==> src/rtl/pulse_train_generator.sv <==
// rtl/pulse_train_generator.sv - programmable pulse train source with count, high width and gap
// Optional endless repetition is built when PULSE_TRAIN_CONTINUOUS_EN is defined.
module pulse_train_generator #(
    parameter int CNT_W = 8
) (
    input  logic             clk,
    input  logic             rst,
    input  logic             start,
    input  logic [CNT_W-1:0] num_pulses,
    input  logic [CNT_W-1:0] pulse_width,
    input  logic [CNT_W-1:0] gap_width,
    input  logic             abort,
`ifdef PULSE_TRAIN_CONTINUOUS_EN
    input  logic             continuous,
`endif
    output logic             pulse,
    output logic             busy,
    output logic             done
);

    typedef enum logic [1:0] {
        S_IDLE,
        S_HIGH,
        S_LOW,
        S_FIN
    } state_t;

    state_t           state_q;
    logic [CNT_W-1:0] cnt_q;
    logic [CNT_W-1:0] left_q;
    logic [CNT_W-1:0] w_m1_q;
    logic [CNT_W-1:0] g_m1_q;
    logic [CNT_W-1:0] w_m1_d;
    logic [CNT_W-1:0] g_m1_d;
    logic             pulse_q;
    logic             busy_q;
    logic             done_q;
`ifdef PULSE_TRAIN_CONTINUOUS_EN
    logic [CNT_W-1:0] n_q;
    logic             cont_q;
`endif

    // Phase counters hold "cycles left minus one", so a zero field maps to a single cycle.
    always_comb begin
        w_m1_d = (pulse_width == '0) ? '0 : pulse_width - CNT_W'(1);
        g_m1_d = (gap_width == '0) ? '0 : gap_width - CNT_W'(1);
    end

    always_ff @(posedge clk) begin
        if (rst) begin
            state_q <= S_IDLE;
            cnt_q   <= '0;
            left_q  <= '0;
            w_m1_q  <= '0;
            g_m1_q  <= '0;
            pulse_q <= 1'b0;
            busy_q  <= 1'b0;
            done_q  <= 1'b0;
`ifdef PULSE_TRAIN_CONTINUOUS_EN
            n_q     <= '0;
            cont_q  <= 1'b0;
`endif
        end else begin
            done_q <= 1'b0;
            case (state_q)
                S_IDLE: begin
                    if (start) begin
                        w_m1_q <= w_m1_d;
                        g_m1_q <= g_m1_d;
`ifdef PULSE_TRAIN_CONTINUOUS_EN
                        n_q    <= num_pulses;
                        cont_q <= continuous;
`endif
                        if (num_pulses == '0) begin
                            state_q <= S_FIN;
                            done_q  <= 1'b1;
                        end else begin
                            state_q <= S_HIGH;
                            pulse_q <= 1'b1;
                            busy_q  <= 1'b1;
                            cnt_q   <= w_m1_d;
                            left_q  <= num_pulses - CNT_W'(1);
                        end
                    end
                end
                S_HIGH: begin
                    // left_q counts pulses still owed after the one currently high.
                    if (abort) begin
                        state_q <= S_FIN;
                        pulse_q <= 1'b0;
                        busy_q  <= 1'b0;
                        done_q  <= 1'b1;
                    end else if (cnt_q != '0) begin
                        cnt_q <= cnt_q - CNT_W'(1);
                    end else if (left_q != '0) begin
                        state_q <= S_LOW;
                        pulse_q <= 1'b0;
                        cnt_q   <= g_m1_q;
                        left_q  <= left_q - CNT_W'(1);
`ifdef PULSE_TRAIN_CONTINUOUS_EN
                    end else if (cont_q) begin
                        state_q <= S_LOW;
                        pulse_q <= 1'b0;
                        cnt_q   <= g_m1_q;
                        left_q  <= n_q - CNT_W'(1);
`endif
                    end else begin
                        state_q <= S_FIN;
                        pulse_q <= 1'b0;
                        busy_q  <= 1'b0;
                        done_q  <= 1'b1;
                    end
                end
                S_LOW: begin
                    if (abort) begin
                        state_q <= S_FIN;
                        pulse_q <= 1'b0;
                        busy_q  <= 1'b0;
                        done_q  <= 1'b1;
                    end else if (cnt_q != '0) begin
                        cnt_q <= cnt_q - CNT_W'(1);
                    end else begin
                        state_q <= S_HIGH;
                        pulse_q <= 1'b1;
                        cnt_q   <= w_m1_q;
                    end
                end
                S_FIN: begin
                    state_q <= S_IDLE;
                end
                default: begin
                    state_q <= S_IDLE;
                    pulse_q <= 1'b0;
                    busy_q  <= 1'b0;
                end
            endcase
        end
    end

    assign pulse = pulse_q;
    assign busy  = busy_q;
    assign done  = done_q;

endmodule

==> config.mk <==
export PLATFORM = sky130hd
export DESIGN_NAME = pulse_train_generator
export DESIGN_NICKNAME = d
export VERILOG_FILES = /design/src/rtl/pulse_train_generator.sv
export SDC_FILE = /design/constraint.sdc
export NUM_CORES = 1
export LEC_CHECK = 0
export CORE_AREA = 2 2 76 115
export DETAILED_ROUTE_END_ITERATION = 8
export DIE_AREA = 0 0 78 117
export PLACE_DENSITY = 0.51
export SLEW_MARGIN = 30
export SYNTH_ARGS = -nofsm -noshare
export SYNTH_HDL_FRONTEND = slang
export SYNTH_SLANG_ARGS = --single-unit
==> constraint.sdc <==
create_clock -name clk -period 3.59 [get_ports clk]
set_input_delay 0.718 -clock clk [delete_from_list [all_inputs] [get_ports clk]]
set_output_delay 0.718 -clock clk [all_outputs]
set_load 0.02 [all_outputs]
* Yosys cells after proc, flatten, opt, wreduce, memory -nomap -nowiden *
Index checks and enable logic that the tools add are counted.

word-level totals
  memory bits (writable) = 0
  bits of input ports = 28
  latch bits = 0
  register bits = 37
  memories kept = 0
  bits in read-only memories = 0

cells by class
  shift-type cells = 0
  div/mod/pow operators = 0
  reductions and logical operators = 14
  magnitude comparators = 0
  mux-type cells = 43
  multiply operators = 0
  equality and inequality tests = 14
  add/sub/neg operators = 5
  bitwise gates (word level) = 0

operator list
  cell                                              number
  two-way mux 8 bit                                 14
  subtractor 8 x 1 -> 8 bit, second input constant  5
  zero test 8 bit                                   3
  case mux 8 bit (3 select lines)                   1
  AND reduction 6 bit                               3
  two-way mux 1 bit                                 17
  case mux 8 bit (2 select lines)                   1
  nonzero test 8 bit                                2
  != test 2 bit, second input constant              7
  two-way mux 2 bit                                 6
  != test 3 bit, second input constant              4
  case mux 1 bit (3 select lines)                   3
  case mux 2 bit (4 select lines)                   1
  AND reduction 5 bit                               1
  == test 2 bit, second input constant              2
  AND reduction 3 bit                               1
  nonzero test 3 bit                                1
  == test 2 x 1 -> 1 bit, second input constant     1
  zero test 2 bit                                   1
  AND reduction 2 bit                               1
  nonzero test 2 bit                                1

* Longest topological paths before layout *
  depth after elaboration = 5
  gate-level depth with buffers = 12

* Least setup slack after synthesis *
No wires, ideal clock.

  path type = register -> register
  start point = register state_q[1]
  end point = register left_q[4]
  stages on the path, launching flop included = 13
  required time = 3520 ps
  data arrival time = 2740 ps
  setup slack = 780 ps
  path buffers = 3
  path through = dfxtp_1 -> inv_1 -> ha_1 -> clkbuf_1 -> buf_1 -> mux2i_1 -> ha_1 -> clkbuf_1 -> nor4b_1 -> a31oi_1 -> or3_1 -> a21o_1 -> a21oi_1

between the ends
  cells in the longest elaborated chain, start to end = 3

ends and longest elaborated chain
  element                                                               line  text
  start: declaration                                                    28    state_t state_q;
  start signal: assignment                                              51    state_q <= S_IDLE;
  start signal: assignment                                              75    state_q <= S_FIN;
  start signal: assignment                                              78    state_q <= S_HIGH;
  == test 2 x 1 -> 1 bit / zero test 2 bit (equally long branches)      65    case (state_q)
  != test 2 bit (no line) / nonzero test 2 bit (equally long branches)  --
  AND reduction 6 bit (no line)                                         --
  end signal: assignment                                                82    left_q <= num_pulses - CNT_W'(1);
  end signal: assignment                                                99    left_q <= left_q - CNT_W'(1);
  end: declaration                                                      30    logic [CNT_W-1:0] left_q;

Several ways; a longest one is shown, not always the timed one.
A chain may end at the register's enable or synchronous reset.

* Worst setup path in the final report *
  start point = input port num_pulses[2]
  end point = register cnt_q[7]

between the ends
  cells in the longest elaborated chain, start to end = 3

ends and longest elaborated chain
  element                        line  text
  start: declaration             9     input logic [CNT_W-1:0] num_pulses,
  zero test 8 bit                74    if (num_pulses == '0) begin
  != test 2 bit (no line)        --
  AND reduction 6 bit (no line)  --
  end signal: assignment         81    cnt_q <= w_m1_d;
  end signal: assignment         94    cnt_q <= cnt_q - CNT_W'(1);
  end signal: assignment         98    cnt_q <= g_m1_q;
  end: declaration               29    logic [CNT_W-1:0] cnt_q;

Every way passes these cells.

==> reports/metrics.csv <==
metric,value,unit
status,"finished, final reports clean",
Final period util,75.2,%
first-pass GRT wire length,12.0,mm
first drt pass iteration count,5,
Worst EP arrival,2.84,ns
Post-synth top cells,"nor2_1 (49), dfxtp_1 (37), a21oi_1 (27), nor3_1 (25), nand2_1 (17)",
Fill cells,907,
drt wl/cell,15.6,um
Initial DRC Count,79,
Initial Util,31.1,%
core area,0.00821,sq mm
top area cells in the synthesized netlist,"dfxtp_1 (29%), nor2_1 (7.2%), a21oi_1 (5.3%)",
Critical R2R Launch,state_q[1],
num ports,31,
actual slew at the worst max-slew pin,0.740,ns
Max-cap violations,0,
Post-Syn Area per Cell,7.77,sq um
Clock H-tree levels,2,
"EDFF count, synth",0,
clock power share,20.3,%
Pint,1.58,mW
worst-path fanout max,9,
Longest Clk Path Bufs,2,
Top delay family on crit path,simple AND/OR/NAND/NOR gates,
post-synth cell types,64,
Final #Nets,391,
Buf/Inv on CP,1,
Critical Path Stages,7,
Final GP Congestion,0.802,
LEAKAGE,1.15,nW
CP Launch Type,primary input,
clock latency on the worst-skew pair,0.28,ns
routed vias/inst,5.42,
vias in the first global route,2501,
footprint of the multi-input gates,0.00166,sq mm
crit-path max cell delay,0.59,ns
max-slew violation count,0,
clock sink count,37,
R2R depth,9,
sequential-to-total area share from yosys stat,29.0,%
Setup crit end kind,flip-flop,
minimum clock period,2.70,ns
Synthesized Nets,367,
min-delay src,w_m1_q[3],
CP most frequent cell,nor3_1,
setup bufs post-CTS,0,
DRT Wirelength,7.19,mm
"Req. time, crit path",3.73,ns
pin count of the biggest net entering global routing,39,
# diodes,0,
initial antenna violation count,0,
Site Rows,41,
Post-DP Area,0.00294,sq mm
die height,117,um
Sw Pwr,1.30,mW
DRC,0,
grt ovf,0,
Post-DP HPWL,5.41,mm
Area Overhead vs Synth,22.7,%
Peak supply drop,0.322,mV
Port Buffers,30,
RSZ-0062 raised after global routing,false,
post-CTS sizing,0,
synthesized instance count,329,
Synth top area share,29.0,%
Min-Delay Path Class,reg -> reg,
skew final,0.00956,ns
die width,78,um
CP max stage cell,clkdlybuf4s50_1,
TNS Setup,0,ns
CP Cell Sequence,"clkdlybuf4s50_1, nor3_1, and3_1, o21ai_2, or3b_1, a211oi_1, nor3_1",
cell area after synthesis,0.00256,sq mm
FF/Latch Area,741,sq um
"CTS clk-pin slew, worst paths",0.06,ns
TritonCTS buffer count,5,
final instance area,0.00314,sq mm
clk root buf,clkbuf_16,
cell with the most instances after synthesis,nor2_1,
layout cells sized above 1,7.91,%
Logic pwr share,55.7,%
ys flop type,dfxtp_1,
register share of total power,24.0,%
R2R Setup Slk,1.10,ns
final setup fails,0,
FF-to-FF End,left_q[6],
final antenna-violating net count,0,
number of register bits inferred by synthesis,37,
Max transition margin,50.5,%
"Hold-fix buffers, CTS",0,
Final Hold Vio Count,0,
global-route usage over all layers,16.5,%
Max Freq,0.370,GHz
WS Path Type,in -> reg,
Async SR Flop Fraction,0,%
Pwr Total,2.88,mW
pwr/cell area,919,mW/mm^2
CTS tree,done,
Yosys top cell by area,dfxtp_1,
Hold Path Sink,w_m1_q[3],
sw frac,45.0,%
total number of vias,2499,
die area,0.00913,sq mm
worst hold stages,2,
Synth Warn #,0,
==> cells by family (layout without fill, tap and decap cells) <==
family,after synthesis,count (layout),share of synthesized area (%)
simple gates,130,130,26.5
flops,37,37,29.0
xor+xnor,11,11,3.77
mux,6,6,2.35
compound gates,100,100,27.5
buf+inv,35,60,6.02
fa+ha+maj,10,10,4.89
==> sequential cells by signal (all words and copies together) (netlist names) <==
register  cells
pulse         1
done          1
w_m1_q        8
busy          1
cnt_q         8
state_q       2
g_m1_q        8
left_q        8
==> placed cells by master, fill, tap and decap left out, types with 2 or more instances in the layout <==
| master | Yosys | layout |
|---|---|---|
| a2111oi_0 | 2 | 2 |
| a211oi_1 | 8 | 8 |
| a21oi_1 | 27 | 27 |
| a221oi_1 | 3 | 3 |
| a221oi_2 | 2 | 2 |
| a22oi_1 | 8 | 8 |
| a311oi_1 | 2 | 2 |
| a31oi_1 | 4 | 4 |
| a32oi_1 | 3 | 3 |
| and2_1 | 2 | 2 |
| buf_4 | 1 | 6 |
| bufinv_16 | 0 | 2 |
| clkbuf_16 | 0 | 5 |
| clkdlybuf4s50_1 | 0 | 30 |
| dfxtp_1 | 37 | 37 |
| ha_1 | 10 | 10 |
| inv_1 | 16 | 16 |
| mux2i_1 | 6 | 6 |
| nand2_1 | 17 | 17 |
| nand2b_1 | 5 | 5 |
| nand3_1 | 5 | 5 |
| nor2_1 | 49 | 49 |
| nor3_1 | 25 | 25 |
| nor4_1 | 3 | 3 |
| nor4_2 | 2 | 2 |
| o211ai_1 | 2 | 2 |
| o21a_1 | 2 | 2 |
| o21ai_0 | 16 | 16 |
| o22ai_1 | 2 | 2 |
| o31ai_1 | 4 | 4 |
| or3_1 | 7 | 7 |
| or4_1 | 2 | 2 |
| xnor2_1 | 5 | 5 |
| xor2_1 | 6 | 6 |
==> tightest hold or removal path, cell delays in order, from the launching register on <==
cell and delay (ns):
dfxtp_1 0.31, nand2_1 0.05, a21oi_1 0.05
==> power groups by stage <==
stage          clock (mW)  combinational, mW  sequential, mW
2_1_floorplan           0               1.25           0.674
3_3_place_gp            0               1.60           0.696
3_5_place_dp            0               1.60           0.700
4_1_cts             0.596               1.61           0.692
5_1_grt             0.609               1.79           0.713
6_report            0.584               1.61           0.691
==> per-stage QoR <==
stage	utilization (%)	instances	hold slack, ns	setup WS [ns]
after floorplan	-	329	0.429	0.780
final	38.2	461	0.452	0.891
after detailed placement	35.8	453	0.445	0.605
after global routing	38.2	461	0.480	0.711
after global placement	35.8	453	0.439	0.611
after CTS	38.2	461	0.454	0.893
==> worst max path at each step <==
stage	startpoint	to	slack [ns]
floorplan	state_q[1]	left_q[4]	0.78
detailed placement	num_pulses[2]	left_q[7]	0.61
finish	num_pulses[2]	cnt_q[7]	0.89
CTS	num_pulses[2]	left_q[7]	0.89
global placement	num_pulses[2]	left_q[7]	0.61
global route	pulse_width[2]	cnt_q[7]	0.71
==> final cells by class <==
cell class              instances  area share [%]
repair buffers                 36            11.0
inverters                      16            1.92
clock inverters                 3            2.19
multi-input cells             257            53.0
well taps                     107            4.27
clock buffers                   5            3.99
flip-flops and latches         37            23.6
==> layer usage <==
layer | GRT usage [%] | wire [um] | up-vias
met1 | 18.1 | 2920 | 1170
li1 | - | - | 1262
met4 | 7.60 | 219 | 0
met3 | 1.99 | 220 | 12
met2 | 31.7 | 3830 | 55
met5 | 0 | 0 | -
(Power assumes the default switching activity.)
